<file path="src/rtl/cdb_arbiter.sv">
// Common-data-bus arbiter: buffers results from N_FU functional units in
// small per-unit FIFOs and broadcasts one result per cycle, picked round-robin.
module cdb_arbiter #(
  parameter int BITWIDTH   = 32,
  parameter int N_FU       = 4,
  parameter int FIFO_DEPTH = 2
) (
  input  logic                       clk,
  input  logic                       rst_n,
  input  logic                       en,
  input  logic                       flush,
  input  logic [N_FU-1:0]            fu_valid,
  output logic [N_FU-1:0]            fu_ready,
  input  logic [N_FU*BITWIDTH-1:0]   fu_tag,
  input  logic [N_FU*BITWIDTH-1:0]   fu_data,
  output logic                       cdb_valid,
  output logic [BITWIDTH-1:0]        cdb_tag,
  output logic [BITWIDTH-1:0]        cdb_data,
  output logic [$clog2(N_FU)-1:0]    cdb_src,
  output logic                       busy
);

  localparam int SRC_W = $clog2(N_FU);
  localparam int PTR_W = $clog2(FIFO_DEPTH);
  localparam int CNT_W = PTR_W + 1;

  logic [BITWIDTH-1:0] r_memTag  [N_FU][FIFO_DEPTH];
  logic [BITWIDTH-1:0] r_memData [N_FU][FIFO_DEPTH];
  logic [PTR_W-1:0]    r_wrPtr   [N_FU];
  logic [PTR_W-1:0]    r_rdPtr   [N_FU];
  logic [CNT_W-1:0]    r_count   [N_FU];

  logic [SRC_W-1:0]    r_rrPtr;
  logic                r_cdbValid;
  logic [BITWIDTH-1:0] r_cdbTag;
  logic [BITWIDTH-1:0] r_cdbData;
  logic [SRC_W-1:0]    r_cdbSrc;

  logic [N_FU-1:0]     w_full;
  logic [N_FU-1:0]     w_nonEmpty;
  logic [N_FU-1:0]     w_ready;
  logic [N_FU-1:0]     w_push;
  logic [N_FU-1:0]     w_pop;
  logic                w_arbEn;
  logic                w_grantValid;
  logic [SRC_W-1:0]    w_grantIdx;
  logic [SRC_W-1:0]    w_rrNext;
  logic                w_hiFound;
  logic [SRC_W-1:0]    w_hiIdx;
  logic [SRC_W-1:0]    w_loIdx;

  // Per-FIFO full/empty flags decoded from the registered counts only.
  always_comb begin
    w_full     = '0;
    w_nonEmpty = '0;
    for (int i = 0; i < N_FU; i++) begin
      w_full[i]     = (r_count[i] == CNT_W'(FIFO_DEPTH));
      w_nonEmpty[i] = (r_count[i] != '0);
    end
  end

  // Ready never looks at fu_valid, and is held low while reset is asserted.
  assign w_arbEn  = en & ~flush;
  assign w_ready  = {N_FU{rst_n & w_arbEn}} & ~w_full;
  assign w_push   = fu_valid & w_ready;
  assign fu_ready = w_ready;

  // Round-robin pick: lowest non-empty index at or above rr_ptr, else lowest overall.
  always_comb begin
    w_hiFound = 1'b0;
    w_hiIdx   = '0;
    w_loIdx   = '0;
    for (int i = N_FU - 1; i >= 0; i--) begin
      if (w_nonEmpty[i]) begin
        if (i >= int'(r_rrPtr)) begin
          w_hiFound = 1'b1;
          w_hiIdx   = SRC_W'(i);
        end
        w_loIdx = SRC_W'(i);
      end
    end
    w_grantValid = |w_nonEmpty;
    w_grantIdx   = w_hiFound ? w_hiIdx : w_loIdx;
  end

  assign w_rrNext = (w_grantIdx == SRC_W'(N_FU - 1)) ? '0 : w_grantIdx + SRC_W'(1);
  assign w_pop    = (w_grantValid && w_arbEn) ? (N_FU'(1) << w_grantIdx) : '0;

  // FIFO pointers and occupancy; flush empties everything, simultaneous push+pop keeps count.
  always_ff @(posedge clk or negedge rst_n) begin
    if (!rst_n) begin
      for (int i = 0; i < N_FU; i++) begin
        r_wrPtr[i] <= '0;
        r_rdPtr[i] <= '0;
        r_count[i] <= '0;
      end
    end else if (flush) begin
      for (int i = 0; i < N_FU; i++) begin
        r_wrPtr[i] <= '0;
        r_rdPtr[i] <= '0;
        r_count[i] <= '0;
      end
    end else begin
      for (int i = 0; i < N_FU; i++) begin
        if (w_push[i]) begin
          r_wrPtr[i] <= r_wrPtr[i] + PTR_W'(1);
        end
        if (w_pop[i]) begin
          r_rdPtr[i] <= r_rdPtr[i] + PTR_W'(1);
        end
        if (w_push[i] && !w_pop[i]) begin
          r_count[i] <= r_count[i] + CNT_W'(1);
        end else if (!w_push[i] && w_pop[i]) begin
          r_count[i] <= r_count[i] - CNT_W'(1);
        end
      end
    end
  end

  // FIFO payload storage; contents are meaningless until a count covers them.
  always_ff @(posedge clk) begin
    for (int i = 0; i < N_FU; i++) begin
      if (w_push[i]) begin
        r_memTag[i][r_wrPtr[i]]  <= fu_tag[i*BITWIDTH +: BITWIDTH];
        r_memData[i][r_wrPtr[i]] <= fu_data[i*BITWIDTH +: BITWIDTH];
      end
    end
  end

  // Broadcast register: one granted head per cycle, payload holds when idle.
  always_ff @(posedge clk or negedge rst_n) begin
    if (!rst_n) begin
      r_cdbValid <= 1'b0;
      r_cdbTag   <= '0;
      r_cdbData  <= '0;
      r_cdbSrc   <= '0;
      r_rrPtr    <= '0;
    end else if (flush) begin
      r_cdbValid <= 1'b0;
      r_rrPtr    <= '0;
    end else if (en && w_grantValid) begin
      r_cdbValid <= 1'b1;
      r_cdbTag   <= r_memTag[w_grantIdx][r_rdPtr[w_grantIdx]];
      r_cdbData  <= r_memData[w_grantIdx][r_rdPtr[w_grantIdx]];
      r_cdbSrc   <= w_grantIdx;
      r_rrPtr    <= w_rrNext;
    end else begin
      r_cdbValid <= 1'b0;
    end
  end

  assign cdb_valid = r_cdbValid;
  assign cdb_tag   = r_cdbTag;
  assign cdb_data  = r_cdbData;
  assign cdb_src   = r_cdbSrc;
  assign busy      = (|w_nonEmpty) | r_cdbValid;

endmodule

</file>
<file path="config.mk">
export PLATFORM = sky130hd
export DESIGN_NAME = cdb_arbiter
export DESIGN_NICKNAME = d
export VERILOG_FILES = /design/src/rtl/cdb_arbiter.sv
export SDC_FILE = /design/constraint.sdc
export NUM_CORES = 1
export LEC_CHECK = 0
export CELL_PAD_IN_SITES_DETAIL_PLACEMENT = 0
export CELL_PAD_IN_SITES_GLOBAL_PLACEMENT = 1
export CORE_UTILIZATION = 49
export CTS_CLUSTER_DIAMETER = 60
export DETAILED_ROUTE_END_ITERATION = 6
export PLACE_DENSITY_LB_ADDON = 0.3
export SLEW_MARGIN = 20
export SYNTH_ARGS = -nofsm -noshare
export SYNTH_HDL_FRONTEND = slang
export SYNTH_SLANG_ARGS = --single-unit
export TNS_END_PERCENT = 1
</file>
<file path="constraint.sdc">
create_clock -name clk -period 7.1 [get_ports clk]
set_clock_uncertainty 0.1 [all_clocks]
set_input_delay 0.71 -clock clk [delete_from_list [all_inputs] [get_ports clk]]
set_output_delay 0.71 -clock clk [all_outputs]
set_load 0.005 [all_outputs]
</file>
**Yosys cells after proc, flatten, opt, wreduce, memory -nomap -nowiden**

Memory sizes are Yosys's and may differ from the RTL's.
Cells that the tools add are included.

- Bits in registers: 85
- RAM bits: 512
- Input port bits: 264
- Output and inout port bits: 72
- Logic and storage cells: 177
- Memories kept: 2

Memories:

| name | words | bits a word | rd ports | clocked after memory_dff | write ports | RTL line | source |
|---|---|---|---|---|---|---|---|
| r_memData | 4 | 64 | 1 | 0 | 4 | 28 | `logic [BITWIDTH-1:0] r_memData [N_FU][FIFO_DEPTH];` |
| r_memTag | 4 | 64 | 1 | 0 | 4 | 27 | `logic [BITWIDTH-1:0] r_memTag [N_FU][FIFO_DEPTH];` |

- $add $sub $neg: 17
- $lt $le $gt $ge: 13
- Equal/unequal tests: 5
- Shift operators: 1
- Muxes and demuxes: 68
- Bitwise gates (word level): 13
- Reduce and logical (&&, ||, !) cells: 41

Operators by type and width:

| cell | count |
|---|---|
| $mux 32 | 10 |
| $mux 64 | 4 |
| $demux 32 s1 | 4 |
| $mux 2 | 22 |
| $reduce_bool 2->1 | 13 |
| $mux 1 | 23 |
| $logic_and 1x1->1 | 14 |
| $mux 4 | 3 |
| $reduce_bool 3->1 | 4 |
| $add 2x1->2 const B | 5 |
| $eq 2x2->1 const B | 5 |
| $ge 2x2->1 const B | 5 |
| $not 1->2 | 5 |
| $add 1x1->1 const B | 8 |
| $and 4x4->4 | 2 |
| $logic_not 1->1 | 8 |
| $lt 2x1->1 const B | 4 |
| $mux 8 | 1 |
| $sub 2x1->2 const B | 4 |
| $ge 1x2->1 const A | 2 |
| $not 4->4 | 1 |
| $reduce_or 4->1 | 1 |
| $shl 1x2->4 const A | 1 |
| $ge 3x3->1 const B | 1 |
| other kinds (7) | 8 |

**Depth between registers and ports, before layout**

- Depth in word-level cells: 17
- Depth in mapped cells: 14

**Least setup slack after synthesis**

OpenSTA, ideal clock, no wires.

- Path type: input-to-reg
- Start point: in flush
- End point: mem r_memData[1][0] (netlist name) (enable)
- Data arrival time: 4.226 ns
- Data required time: 6.513 ns
- Path slack: 2.287 ns
- Stages: 5
- Buffers on the path: 1
- Cells stage by stage: clkbuf_1 -> nand3b_1 -> a21oi_1 -> nand2_1 -> nor2_1

RTL lines:

| what | RTL line | source |
|---|---|---|
| start, declared | 11 | `input logic flush,` |
| end, declared | 28 |  |

**Worst setup path in the final report**

- Start point: reg r_count[1] (netlist name)
- End point: reg r_cdbTag[12], in the netlist cdb_tag[12]

- Longest elaborated chain between the ends: 17
- Elaborated cells on any way between the ends: 31
- Classes of those cells: mux: 24; bitwise: 2; reduce/logical: 4; memory: 1

RTL lines:

| what | RTL line | source |
|---|---|---|
| start, declared | 31 | `logic [CNT_W-1:0] r_count [N_FU];` |
| start signal, assigned by index | 112 | `r_count[i] <= r_count[i] + CNT_W'(1);` |
| start signal, assigned by index | 114 | `r_count[i] <= r_count[i] - CNT_W'(1);` |
| $reduce_bool 2->1 (*) | 58 | `w_nonEmpty[i] = (r_count[i] != '0);` |
| $mux 2 / $mux 1 (equally long branches) | 74 | `if (w_nonEmpty[i]) begin` |
| $mux 2 / $mux 1 (equally long branches) | 75 | `if (i >= int'(r_rrPtr)) begin` |
| $mux 2 / $mux 1 (equally long branches) | 74 |  |
| $mux 2 / $mux 1 (equally long branches) | 75 |  |
| $mux 2 / $mux 1 (equally long branches) | 74 |  |
| $mux 2 / $mux 1 (equally long branches) | 75 |  |
| $mux 2 / $mux 1 (equally long branches) | 74 |  |
| $mux 2 | 83 | `w_grantIdx = w_hiFound ? w_hiIdx : w_loIdx;` |
| $not 2->3 (not written as such) | 143 | `r_cdbTag <= r_memTag[w_grantIdx][r_rdPtr[w_grantIdx]];` |
| $bmux 1 s2 | 143 |  |
| $mux 1 (not written as such) (2 in series) | 143 |  |
| $not 1->2 (not written as such) | 143 |  |
| $mux 32 (not written as such) (3 in series) | 143 |  |
| end signal, assigned | 143 |  |
| end, declared | 35 | `logic [BITWIDTH-1:0] r_cdbTag;` |

Mark *: on every way between the ends. The rest lies on a longest branch, timed or not. The select of a mux whose other input is x is not followed.
A chain may end at the register's enable or synchronous reset.

==> impl_metrics.yaml <==
clock_network:
  cts_setup_buffers: 0
  cts.sinks: 597
  clk_path_buf_depth: 3
  htreeDepth: 2
  cts_root_buffer: "clkbuf_16"
  cts_buffers: 58
  cts_resized: 0
  cts_tree: "yes"
  path_clk_slew_ns: 0.06
  clock_latency_ns: 0.62
status:
  status: "completed"
synth:
  syn_area_mm2: 0.0231
  syn_inst: 1460
  yosysWarnings: 0
  synth-seq-area-share_pct: 75.9
  synth.distinct_cells: 47
  synth_area_leaders: "edfxtp_1 67%, dfrtp_1 9.2%, mux2i_1 5.6%"
  synthFlopType: "edfxtp_1"
  synthTopCellsByCount: "512 x edfxtp_1, 138 x nand2_1, 134 x a21oi_1, 130 x mux2i_1, 128 x a221o_1"
  yosysMostFrequentCell: "edfxtp_1"
  yosys.area.top_type_share_pct: 66.7
  syn_nets: 1725
  synth_edf_count: 512
  syn_avg_cell_area_um2: 15.8
  async_flop_share_pct: 14.2
  ys_ff_latch: 597
  yosysTopAreaCell: "edfxtp_1"
worst_hold_path:
  worstHoldPathCells: 2
  worst_hold_startpoint: "cdb_src[1]"
  hold_path.class: "reg2reg"
  hold_path_end: "cdb_src[1]"
critical_path:
  critPathKind: "reg2reg"
  worstPathMaxFanout: 164
  required_ns: 7.53
  r2r_end: "cdb_tag[12]"
  end_kind: "flip-flop"
  startpoint_type: "flip-flop"
  r2r_slack_ns: 2.99
  r2r_cells: 8
  worst_r2r_startpoint: "r_count[1]"
  worst-endpoint-arrival_ns: 4.54
global_route:
  antenna_found_initial: 5
  grtUsageTotal_pct: 24.8
  grt_max_degree: 165
  overflow: 0
  grt_pass1_vias: 13900
  grt_pass1_wl_mm: 86.9
finish:
  fin_nets: 2037
  syn_to_final_growth_pct: 25.1
  drive_above_1_share_pct: 6.70
die:
  fp.dieW_um: 219
  core_mm2: 0.0465
  fp.dieH_um: 219
  io_pins: 336
  num_rows: 79
  die_area_mm2: 0.0479
  initial_core_util_pct: 49.6
power_and_ir_drop:
  ir_drop_mv: 0.224
  p_leak_uw: 0.0105
  p_total_uw: 9260
  power_density_mw_per_mm2: 321
drt:
  num_vias: 14200
  drt-wirelength-per-cell_um: 24.5
  routed_wl_mm: 59.6
  dr.pass1.iters: 6
  drt_iter0_markers: 1451
  drc: 0
  ant_nets: 0
  via_per_inst: 5.85
sta:
  min_period_over_period_pct: 57.9
  slew_headroom_pct: 24.5
  rsz0062_at_grt: "false"
  hold_viol: 0
  maxClockFrequency_mhz: 243
  drv_slew: 0
  min_period_ns: 4.11
  fin_setup_tns_ns: 0
  tightest_slew_ns: 1.13
  finalSetupViolations: 0
placement:
  port_buffers: 335
  globalplace.congestion: 0.829
  dp_hpwl_mm: 35.2
run:
  drv_cap: 0
-- final cells by class --
class,count,area (µm²)
well taps,607,759
diodes,1,2.50
repair buffers,353,3550
multi-input cells,749,5120
flip-flops and latches,597,17500
fillers,3450,17600
clock buffers,82,1630
clock inverters,28,214
inverters,13,66.3
-- report_power, final --
part	total [µW]	switching, µW	internal [µW]	leakage (µW)
Sequential	4240	193	4050	0.00562
Combinational	2050	1050	998	0.00401
Clock	2970	1290	1680	0.000905
-- state kept, by name, summed over array words and instances, names as in the netlist --
| register | cells |
|---|---|
| r_memData | 256 |
| r_memTag | 256 |
| cdb_data | 32 |
| cdb_tag | 32 |
| r_count | 8 |
| r_rdPtr | 4 |
| r_wrPtr | 4 |
| cdb_src | 2 |
| r_rrPtr | 2 |
| cdb_valid | 1 |
-- stage by stage --
step	setup slack [ns]	utilization, %	area, µm²	instances	hold WS (ns)
6_report	2.99	62.1	28800	2430	0.381
5_1_grt	2.77	62.1	28800	2429	0.409
4_1_cts	3.09	62.1	28800	2429	0.386
3_5_place_dp	2.80	58.1	27000	2318	0.373
3_3_place_gp	2.67	58.0	26900	2316	0.370
2_1_floorplan	2.29	-	23100	1460	0.314
-- how the worst max path moves through the flow --
stage | slack [ns] | cells past startpoint | endpoint | startpoint
global placement | 2.67 | 6 | r_memTag[1][17] | flush
CTS | 3.09 | 8 | cdb_data[9] | r_count[1]
finish | 2.99 | 8 | cdb_tag[12] | r_count[1]
floorplan | 2.29 | 5 | r_memData[1][0] | flush
detailed placement | 2.80 | 6 | r_memTag[3][54] | flush
global route | 2.77 | 8 | cdb_tag[12] | r_count[1]
-- critical path: stages (launching register included) --
cell and delay (ns):
dfrtp_1 0.45, nor4_2 0.43, a2111o_1 0.28, nand2_4 0.32
inv_8 0.62, buf_12 0.73, mux2i_1 0.23, a221o_1 0.39
a31oi_1 0.16
-- per-layer routing --
layer	up-vias	routed length, µm	track usage [%]
met2	606	28400	39.8
met3	103	4470	4.10
met5	-	73	0
li1	6356	-	-
met4	10	1290	7.48
met1	7144	25400	35.1
-- layout by cell type (no fill, tap or decap), types with 4 or more instances in the layout --
cell,synthesis,final
edfxtp_1,512,512
clkdlybuf4s50_1,0,334
nand2_1,138,138
a21oi_1,134,134
mux2i_1,130,130
a221o_1,128,128
dfrtp_1,85,85
nor2_1,89,81
a31oi_1,64,64
clkbuf_16,0,59
xnor2_1,16,16
clkbuf_1,72,16
buf_4,2,12
inv_1,12,10
clkinv_2,0,10
clkinv_1,0,9
nor2_4,0,8
clkbuf_8,0,7
nor3_1,5,5
nand3_1,4,4
-- cells by family after synthesis --
logic type | Yosys count | synth area share (%)
adders and majority gates | 1 | 0.0543
buffers and inverters | 114 | 2.27
muxes | 130 | 5.64
xor gates and xnor gates | 18 | 0.684
DFF | 597 | 75.9
AOI/OAI and AO/OA | 350 | 11.1
and+or+nand+nor | 250 | 4.31
-- repair_timing --
item / 4_1_cts / 5_1_grt
endpoints found under the setup margin: 0 / 0
endpoints found under the hold margin: 9 / 0
hold buffers: 1 / 0
No activity file was read; power rests on OpenSTA's default activity.
